==> src/rtl/div_radix2.sv <==
// div_radix2: iterative radix-2 restoring divider for MIPS DIV/DIVU.
// Holds the E-stage instruction via stall_o until HI (remainder) / LO
// (quotient) are ready; aborts on exception flush.
// Optional macro DIV_EARLY_OUT_EN: finish in one cycle when |a| < |b|.
module div_radix2 #(
    parameter int unsigned WIDTH = 32
) (
    input  logic             clk,
    input  logic             rst,
    input  logic             start_i,
    input  logic             signed_i,
    input  logic [WIDTH-1:0] a_i,
    input  logic [WIDTH-1:0] b_i,
    input  logic             flush_i,
    input  logic             stall_i,
    output logic             stall_o,
    output logic             valid_o,
    output logic [WIDTH-1:0] hi_o,
    output logic [WIDTH-1:0] lo_o
);

    localparam int unsigned CW = (WIDTH > 1) ? $clog2(WIDTH) : 1;
    localparam logic [CW-1:0] LAST_ITER = CW'(WIDTH - 1);

    typedef enum logic [1:0] {
        IDLE = 2'd0,
        BUSY = 2'd1,
        DONE = 2'd2
    } state_e;

    state_e           state_q, state_d;
    logic [CW-1:0]    cnt_q, cnt_d;
    logic [WIDTH-1:0] rem_q, rem_d;
    logic [WIDTH-1:0] quo_q, quo_d;
    logic [WIDTH-1:0] div_q, div_d;
    logic [WIDTH-1:0] a_raw_q, a_raw_d;
    logic             neg_quo_q, neg_quo_d;
    logic             neg_rem_q, neg_rem_d;
    logic [WIDTH-1:0] hi_q, hi_d;
    logic [WIDTH-1:0] lo_q, lo_d;

    // Operand magnitudes; |most-negative| is naturally correct as unsigned
    logic             accept;
    logic             a_neg, b_neg;
    logic [WIDTH-1:0] abs_a, abs_b;

    // One restoring iteration on the current partial remainder/quotient
    logic [WIDTH:0]   rem_sh;
    logic             ge;
    logic [WIDTH-1:0] trial;
    logic [WIDTH-1:0] iter_rem, iter_quo;
    logic [WIDTH-1:0] fin_hi, fin_lo;

    assign accept = start_i & ~flush_i;
    assign a_neg  = signed_i & a_i[WIDTH-1];
    assign b_neg  = signed_i & b_i[WIDTH-1];
    assign abs_a  = a_neg ? (WIDTH'(0) - a_i) : a_i;
    assign abs_b  = b_neg ? (WIDTH'(0) - b_i) : b_i;

    assign rem_sh   = {rem_q, quo_q[WIDTH-1]};
    assign ge       = (rem_sh >= {1'b0, div_q});
    assign trial    = rem_sh[WIDTH-1:0] - div_q;
    assign iter_rem = ge ? trial : rem_sh[WIDTH-1:0];
    assign iter_quo = {quo_q[WIDTH-2:0], ge};

    // Final sign fix; a zero divisor bypasses it with the MIPS-style result
    always_comb begin
        fin_lo = neg_quo_q ? (WIDTH'(0) - iter_quo) : iter_quo;
        fin_hi = neg_rem_q ? (WIDTH'(0) - iter_rem) : iter_rem;
        if (div_q == '0) begin
            fin_lo = '1;
            fin_hi = a_raw_q;
        end
    end

    // State and datapath registers
    always_ff @(posedge clk or posedge rst) begin
        if (rst) begin
            state_q   <= IDLE;
            cnt_q     <= '0;
            rem_q     <= '0;
            quo_q     <= '0;
            div_q     <= '0;
            a_raw_q   <= '0;
            neg_quo_q <= 1'b0;
            neg_rem_q <= 1'b0;
            hi_q      <= '0;
            lo_q      <= '0;
        end else begin
            state_q   <= state_d;
            cnt_q     <= cnt_d;
            rem_q     <= rem_d;
            quo_q     <= quo_d;
            div_q     <= div_d;
            a_raw_q   <= a_raw_d;
            neg_quo_q <= neg_quo_d;
            neg_rem_q <= neg_rem_d;
            hi_q      <= hi_d;
            lo_q      <= lo_d;
        end
    end

    // Next-state, datapath update and busy indication
    always_comb begin
        state_d   = state_q;
        cnt_d     = cnt_q;
        rem_d     = rem_q;
        quo_d     = quo_q;
        div_d     = div_q;
        a_raw_d   = a_raw_q;
        neg_quo_d = neg_quo_q;
        neg_rem_d = neg_rem_q;
        hi_d      = hi_q;
        lo_d      = lo_q;
        stall_o   = 1'b0;

        case (state_q)
            IDLE: begin
                stall_o = accept;
                if (accept) begin
                    cnt_d     = '0;
                    rem_d     = '0;
                    quo_d     = abs_a;
                    div_d     = abs_b;
                    a_raw_d   = a_i;
                    neg_quo_d = signed_i & (a_i[WIDTH-1] ^ b_i[WIDTH-1]);
                    neg_rem_d = signed_i & a_i[WIDTH-1];
                    state_d   = BUSY;
`ifdef DIV_EARLY_OUT_EN
                    if ((b_i != '0) && (abs_a < abs_b)) begin
                        state_d = DONE;
                        lo_d    = '0;
                        hi_d    = a_i;
                    end
`endif
                end
            end
            BUSY: begin
                stall_o = 1'b1;
                rem_d   = iter_rem;
                quo_d   = iter_quo;
                cnt_d   = cnt_q + CW'(1);
                if (cnt_q == LAST_ITER) begin
                    state_d = DONE;
                    hi_d    = fin_hi;
                    lo_d    = fin_lo;
                end
            end
            DONE: begin
                if (!stall_i) begin
                    state_d = IDLE;
                end
            end
            default: begin
                state_d = IDLE;
            end
        endcase

        // Exception flush abandons the operation without touching HI/LO
        if (flush_i) begin
            state_d = IDLE;
            stall_o = 1'b0;
            hi_d    = hi_q;
            lo_d    = lo_q;
        end

        if (rst) begin
            stall_o = 1'b0;
        end
    end

    assign valid_o = (state_q == DONE);
    assign hi_o    = hi_q;
    assign lo_o    = lo_q;

endmodule

==> config.mk <==
export PLATFORM = sky130hd
export DESIGN_NAME = div_radix2
export DESIGN_NICKNAME = d
export VERILOG_FILES = /design/src/rtl/div_radix2.sv
export SDC_FILE = /design/constraint.sdc
export NUM_CORES = 1
export LEC_CHECK = 0
export BUFFER_PORTS_ARGS = -buffer_cell sky130_fd_sc_hd__buf_2
export CAP_MARGIN = 20
export CORE_ASPECT_RATIO = 0.6
export CORE_MARGIN = 10
export CORE_UTILIZATION = 65
export DETAILED_ROUTE_END_ITERATION = 8
export PLACE_DENSITY = 0.87
export SYNTH_ARGS = -nofsm -noshare
export SYNTH_HDL_FRONTEND = slang
export SYNTH_SLANG_ARGS = --single-unit
==> constraint.sdc <==
create_clock -name clk -period 14.7 [get_ports clk]
set_clock_uncertainty 0.05 [all_clocks]
set_input_delay 1.47 -clock clk [delete_from_list [all_inputs] [get_ports clk]]
set_output_delay 1.47 -clock clk [all_outputs]
set_load 0.05 [all_outputs]
* Yosys cells after proc, flatten, opt, wreduce, memory -nomap -nowiden
Index checks and enable logic that the tools add are counted.
Word-level totals: logic and storage cells 58, output and inout port bits 66, bits of input ports 70, bits in registers 201
Operators by class: add/sub/neg operators 6, order comparisons 1, reduce and logical (&&, ||, !) cells 7, equality and inequality tests 7, bitwise gates (word level) 6, mux-type cells 21
Operators with widths (count):
- 2-to-1 mux 32 bit | 9
- case mux 32 bit (2 select lines) | 2
- subtractor 1 x 32 -> 32 bit (first input constant) | 4
- >= comparator 33 x 32 -> 1 bit | 1
- zero test 32 bit | 1
- subtractor 32 bit | 1
- case mux 5 bit (2 select lines) | 1
- inequality test 3 bit (second input constant) | 3
- 2-to-1 mux 2 bit | 4
- case mux 2 bit (3 select lines) | 1
- AND reduction 3 bit | 2
- adder 5 x 1 -> 5 bit (second input constant) | 1
- == test 5 bit (second input constant) | 1
- 2-to-1 mux 5 bit | 1
- AND 1 bit | 4
- AND reduction 2 bit | 2
- == test 2 x 1 -> 1 bit (second input constant) | 1
- == test 2 bit (second input constant) | 1
- zero test 2 bit | 1
- 2-to-1 mux 1 bit | 2
- inequality test 2 bit (second input constant) | 1
- case mux 1 bit (2 select lines) | 1
- nonzero test 2 bit | 1
- inverter 1 bit | 1
- XOR 1 bit | 1

* Logic depth before layout (Yosys ltp)
word-level depth 5, mapped depth 22, depth with buffers taken out 18

* Least setup slack after synthesis
No wires, ideal clock.
kind reg-to-reg, start point reg rem_q[3], end point reg hi_q[30], in the netlist hi_o[30], clock period less this slack 4383 ps, slack 10317 ps, buffers on the path 4, required time 14540 ps, data arrival time 4223 ps, stages on the path, launching flop included 19, path through dfrtp_1 > ha_1 > a21o_1 > a31o_2 > o21ba_4 > o21a_4 > o211ai_2 > nand2_1 > buf_4 > buf_2 > buf_2 > buf_2 > o21ai_0 > ha_1 > o21ai_1 > nor3_2 > nand3_1 > mux2i_1 > o41ai_1
Between the ends: cells in the longest elaborated chain, start to end 5, elaborated cells between the ends (all ways) 6, classes of those cells 2 x add/sub; 1 x order compare; 3 x mux
Ends and longest elaborated chain:
- start, declared | line 33 | logic [WIDTH-1:0] rem_q, rem_d;
- start signal, assigned | line 92 | rem_q <= rem_d;
- subtractor 32 bit or >= comparator 33 x 32 -> 1 bit (tied branches) | line 62, 61
- 2-to-1 mux 32 bit * | line 63 | assign iter_rem = ge ? trial : rem_sh[WIDTH-1:0];
- subtractor 1 x 32 -> 32 bit | line 69 | fin_hi = neg_rem_q ? (WIDTH'(0) - iter_rem) : iter_rem;
- 2-to-1 mux 32 bit * | line 69
- 2-to-1 mux 32 bit * | line 70 | if (div_q == '0) begin
- end signal, assigned | line 98 | hi_q <= hi_d;
- end, declared | line 39 | logic [WIDTH-1:0] hi_q, hi_d;
Mark *: on every way between the ends. The rest lies on a longest branch, timed or not. A chain may end at the register's enable or synchronous reset.

* Worst setup path in the final report
start point reg div_q[25], end point reg hi_q[30], in the netlist hi_o[30]
Between the ends: cells in the longest elaborated chain, start to end 5, elaborated cells between the ends (all ways) 7, classes of those cells 2 x add/sub; 1 x order compare; 3 x mux; 1 x reduce/logical
Ends and longest elaborated chain:
- start, declared | line 35 | logic [WIDTH-1:0] div_q, div_d;
- start signal, assigned | line 94 | div_q <= div_d;
- subtractor 32 bit or >= comparator 33 x 32 -> 1 bit (tied branches) | line 62, 61
- 2-to-1 mux 32 bit | line 63
- subtractor 1 x 32 -> 32 bit | line 69
- 2-to-1 mux 32 bit | line 69
- 2-to-1 mux 32 bit * | line 70
Marked as above.

==> results by stage <==
Floorplanning:
- The floorplan has 40 rows.
- The placeable core area is 20200 µm².
- The die outline height is 131 µm.
- For this design the top-level I/O count stands at 136.
- The die area is 27100 µm².
- The die extent in x is 206 µm.
- The initial cell density of the core is 66.7%.

Cells and area:
- The net count of the finished layout is 1815.
- Once layout is complete, the cells apart from fillers number 1992.
- From synthesis to final layout, the design area changed by 11.0%.
- The share of layout cells above drive strength 1 is 13.6%.
- Counting the fill cells in the layout gives 1488.
- The final antenna diode count is 0.

Placement:
- Routability-driven placement finished with a final weighted congestion of 1.03.
- Summed over all nets, the half-perimeter wirelength after detailed placement is 31100 µm.
- At the placement stage, the worst setup path has a slack of 9.42 ns.
- In this run the tool buffered the top-level ports with 135 buffer cells.
- The instance count after placement with tap cells included is 1957.

STA:
- The minimum period implied by the final worst setup slack is 5.52 ns.
- The final sum of negative setup slack is 0 ns.
- The worst path setup slack after routing is 9.18 ns.
- The final-report hold violation count was 0.
- The final max-slew violation count is 0.
- The final critical path takes up 37.6% of the cycle.
- Timing would allow up to 0.181 GHz.
- The worst hold slack after final layout is 0.421 ns.
- Measured against its own limit, the worst slew margin works out to 28.3%.
- The slew at the pin closest to its max-slew limit is 1.07 ns.
- Setup repair after global routing left no endpoint under its margin.
- The final setup violation count is 0.

Run:
- Across the run, the number of max-cap violations was 0.

Critical path:
- The cell with the biggest individual delay on the critical path is ha_1.
- The highest fanout seen on the critical path is 48.
- The depth of the worst register-to-register path is 17.
- The kind of critical path is flip-flop to flip-flop.
- The endpoint identified for the worst register-to-register timing path is hi_o[30].
- The setup check on the worst reg-to-reg path leaves a slack of 9.18 ns.
- STA classifies the critical path endpoint as a flip-flop.
- The cell class contributing the biggest share of worst-path delay is simple AND/OR/NAND/NOR gates.
- The worst register-to-register path begins at div_q[25].
- The largest single stage delay on the critical path is 0.60 ns.
- The critical path goes through inv_1 -> ha_1 -> and2_1 -> nand2_1 -> nor4_1 -> o211ai_2 -> nand2_2 -> buf_4 -> clkinv_1 -> buf_4 -> mux2i_1 -> ha_1 -> o21ai_1 -> nor3_2 -> nand3_1 -> mux2i_1 -> o41ai_1.
- The required time of the critical path is 15.05 ns.
- The nature of the critical path startpoint is a flip-flop.
- The critical path data arrival time is 5.87 ns.
- The number of buffers and inverters on the critical path is 4.

CTS:
- The number of buffers between clock root and the deepest sink is 3.
- Counting the buffers created by CTS gives 20.
- TritonCTS built the clock tree.
- The count of hold-fix buffers inserted at cts is 0.
- The clock-pin slew on the worst setup and hold paths is 0.07 ns.
- The number of H-tree branching levels is 1.
- The buffer type at the clock tree root is clkbuf_16.
- The number of gates resized after CTS was 0.
- Once the clock tree was built, the setup fixing pass inserted 0 buffers.
- The clock reaches the later pin of the worst-skew pair after 0.51 ns.
- The number of sinks driven by the clock tree is 201.

Routing:
- The count of nets left with antenna violations once routing finished came out at 0.
- The routed wire length is 42400 µm.
- For this block, the initial DRC count from the detailed router was 1767.
- In the routed design, unresolved DRC markers number 0.
- Before antenna repair, the detailed router went through 6 iterations.
- The routed length per placed instance is 21.3 µm.
- The detailed router placed 13300 vias in this run.
- The post-detailed-route via-to-cell ratio is 6.67.

Logic synthesis:
- The synthesized netlist net count is 1735.
- Ranked by total cell area, the synthesized netlist is headed by dfrtp_1 (37%), nand2_1 (6.9%), o21ai_0 (6.5%), xor2_1 (5.7%), a21oi_1 (4.2%).
- In the synthesized netlist, the number of instances is 1626.
- The proportion of synthesized chip area in sequential cells is 37.4%.
- The mean area per synthesized cell is 8.28 µm².
- In this run, synthesis produced a sequential element count of 201.
- The largest family of logic cells by synthesized area is compound AO/OA/AOI/OAI gates.
- The synthesized design contains 0 enable-type register cells.
- After Yosys synthesis, full adders, half adders and majority gates account for 3.68% of the synthesized area.
- The share of Yosys cell area claimed by the top area cell type is 37.4%.
- The distinct cell type count of the synthesized netlist is 86.
- The Yosys step of the flow raised 0 warnings.
- Of the post-synthesis cell area, the part taken by muxes is 2.43%.
- Of the total synthesized cell area, the portion taken by XOR and XNOR cells is 8.72%.
- The cell area that synthesis handed to floorplanning was 13500 µm².
- Among all flip-flop cells after synthesis, the most frequent one is dfrtp_1.
- The post-synthesis compound-gate area fraction is 22.8%.
- Of all flip-flops after synthesis, the portion carrying an async set or reset was 100%.
- The cell type contributing the most total cell area after synthesis is dfrtp_1.
- After Yosys synthesis, and, or, nand and nor cells account for 20.7% of the synthesized area.

Global routing:
- The global-route wire length before repair is 67600 µm.
- The number of global-route vias before repair is 12500.
- Summed over all layers, the global routing overflow is 0.
- The total routing resource utilization after global routing is 30.3%.
- The initial antenna violation count is 1.
- Entering global routing, the biggest net connects 126 pins.

Min path:
- The path with the worst hold slack has its endpoint at hi_o[29].
- In this run the most critical hold path is launched from hi_o[29].
- The worst hold path belongs to the class flip-flop to flip-flop.
- Counting instances, the worst hold path has a depth of 2.

Run status:
- The run finished with clean final reports.

Pwr:
- The leakage power figure is 6.79 nW.
- The worst-case vdd ir drop is 0.119 mV.
- The total power density per cell area is 209 nW/µm².
[through the flow]
step	cell area [µm²]	power (W)	utilization, %
2_1_floorplan	13500	0.00205	-
3_3_place_gp	14200	0.00245	70.6
3_5_place_dp	14200	0.00249	70.6
4_1_cts	14900	0.00306	74.1
5_1_grt	14900	0.00331	74.1
6_report	14900	0.00313	74.1
[kinds of logic after synthesis]
kind of cell	after synthesis
compound gates	487
xor+xnor	134
fa+ha+maj	39
buf+inv	144
flops	201
mux	32
simple gates	589
[routing by layer]
layer	vias to the layer above	part of all wire, %	track usage, %
met4	0	1.8	5.81
met2	863	42	42.4
met1	6381	42	44.2
met5	-	0	0
met3	77	14	10.2
li1	5971	-	-
[cells in the final DEF (no fill, tap or decap), drive strengths merged, types with 38 or more instances in the layout]
master / count
nand3: 50
inv: 50
ha: 38
buf: 150
dfrtp: 201
xnor2: 47
a21oi: 114
nor2: 109
o21ai: 184
nand2: 249
xor2: 87
[tightest hold or removal path: stages (launching register included)]
cell and delay [ns]:
dfrtp_1 0.34, nand2_1 0.05, nand3_1 0.05
[area by class of cell]
type | count | area [µm²] | area share [%]
Multi-Input combinational cell | 1281 | 7870 | 52.7
Clock buffer | 25 | 581 | 3.88
Timing Repair Buffer | 150 | 788 | 5.27
Tap cell | 273 | 342 | 2.29
Clock inverter | 10 | 131 | 0.879
Sequential cell | 201 | 5030 | 33.7
Inverter | 52 | 203 | 1.36
[how the worst max path moves through the flow]
| stage | cells past startpoint | to | slack, ns | start |
|---|---|---|---|---|
| floorplan | 1 | a_raw_q[0] | 7.70 | rst |
| global placement | 17 | hi_o[30] | 9.68 | div_q[25] |
| detailed placement | 17 | hi_o[30] | 9.42 | div_q[25] |
| CTS | 17 | hi_o[30] | 9.40 | div_q[25] |
| global route | 17 | hi_o[30] | 8.90 | div_q[25] |
| finish | 17 | hi_o[30] | 9.18 | div_q[25] |
[where the power goes]
part	switching [W]	total, W	internal (W)	leakage (nW)
logic	0.00114	0.00176	0.000622	3.85
clock network	0.000231	0.000564	0.000333	0.354
registers	0.000143	0.000801	0.000658	2.59
total	0.00152	0.00313	0.00161	6.79
[cells in the mapped netlist, drive strengths merged (4+ instances only)]
master	n
xnor2	47
nand3	50
nand3b	4
ha	38
nand4	14
a31oi	25
nor3	29
nor4	26
xor2	87
a22oi	30
a41oi	6
or3	21
or4	16
o211ai	10
nand2b	21
o31ai	34
nand2	249
and2	15
a211oi	10
o22a	4
a21o	10
nor2b	7
o21a	5
or2	6
o41ai	13
o21bai	4
a31o	4
inv	50
clkbuf	64
and3	12
mux2	5
dfrtp	201
a41o	5
buf	28
mux2i	27
nor2	109
a21oi	114
o21ai	184
[flip-flops by register name (all words and copies together), names as in the netlist, 2 cells and up]
signal / flops
div_q: 32
state_q: 2
quo_q: 32
hi_o: 32
rem_q: 32
a_raw_q: 32
lo_o: 32
cnt_q: 5
Note: power is estimated with default switching activity, not from simulation.
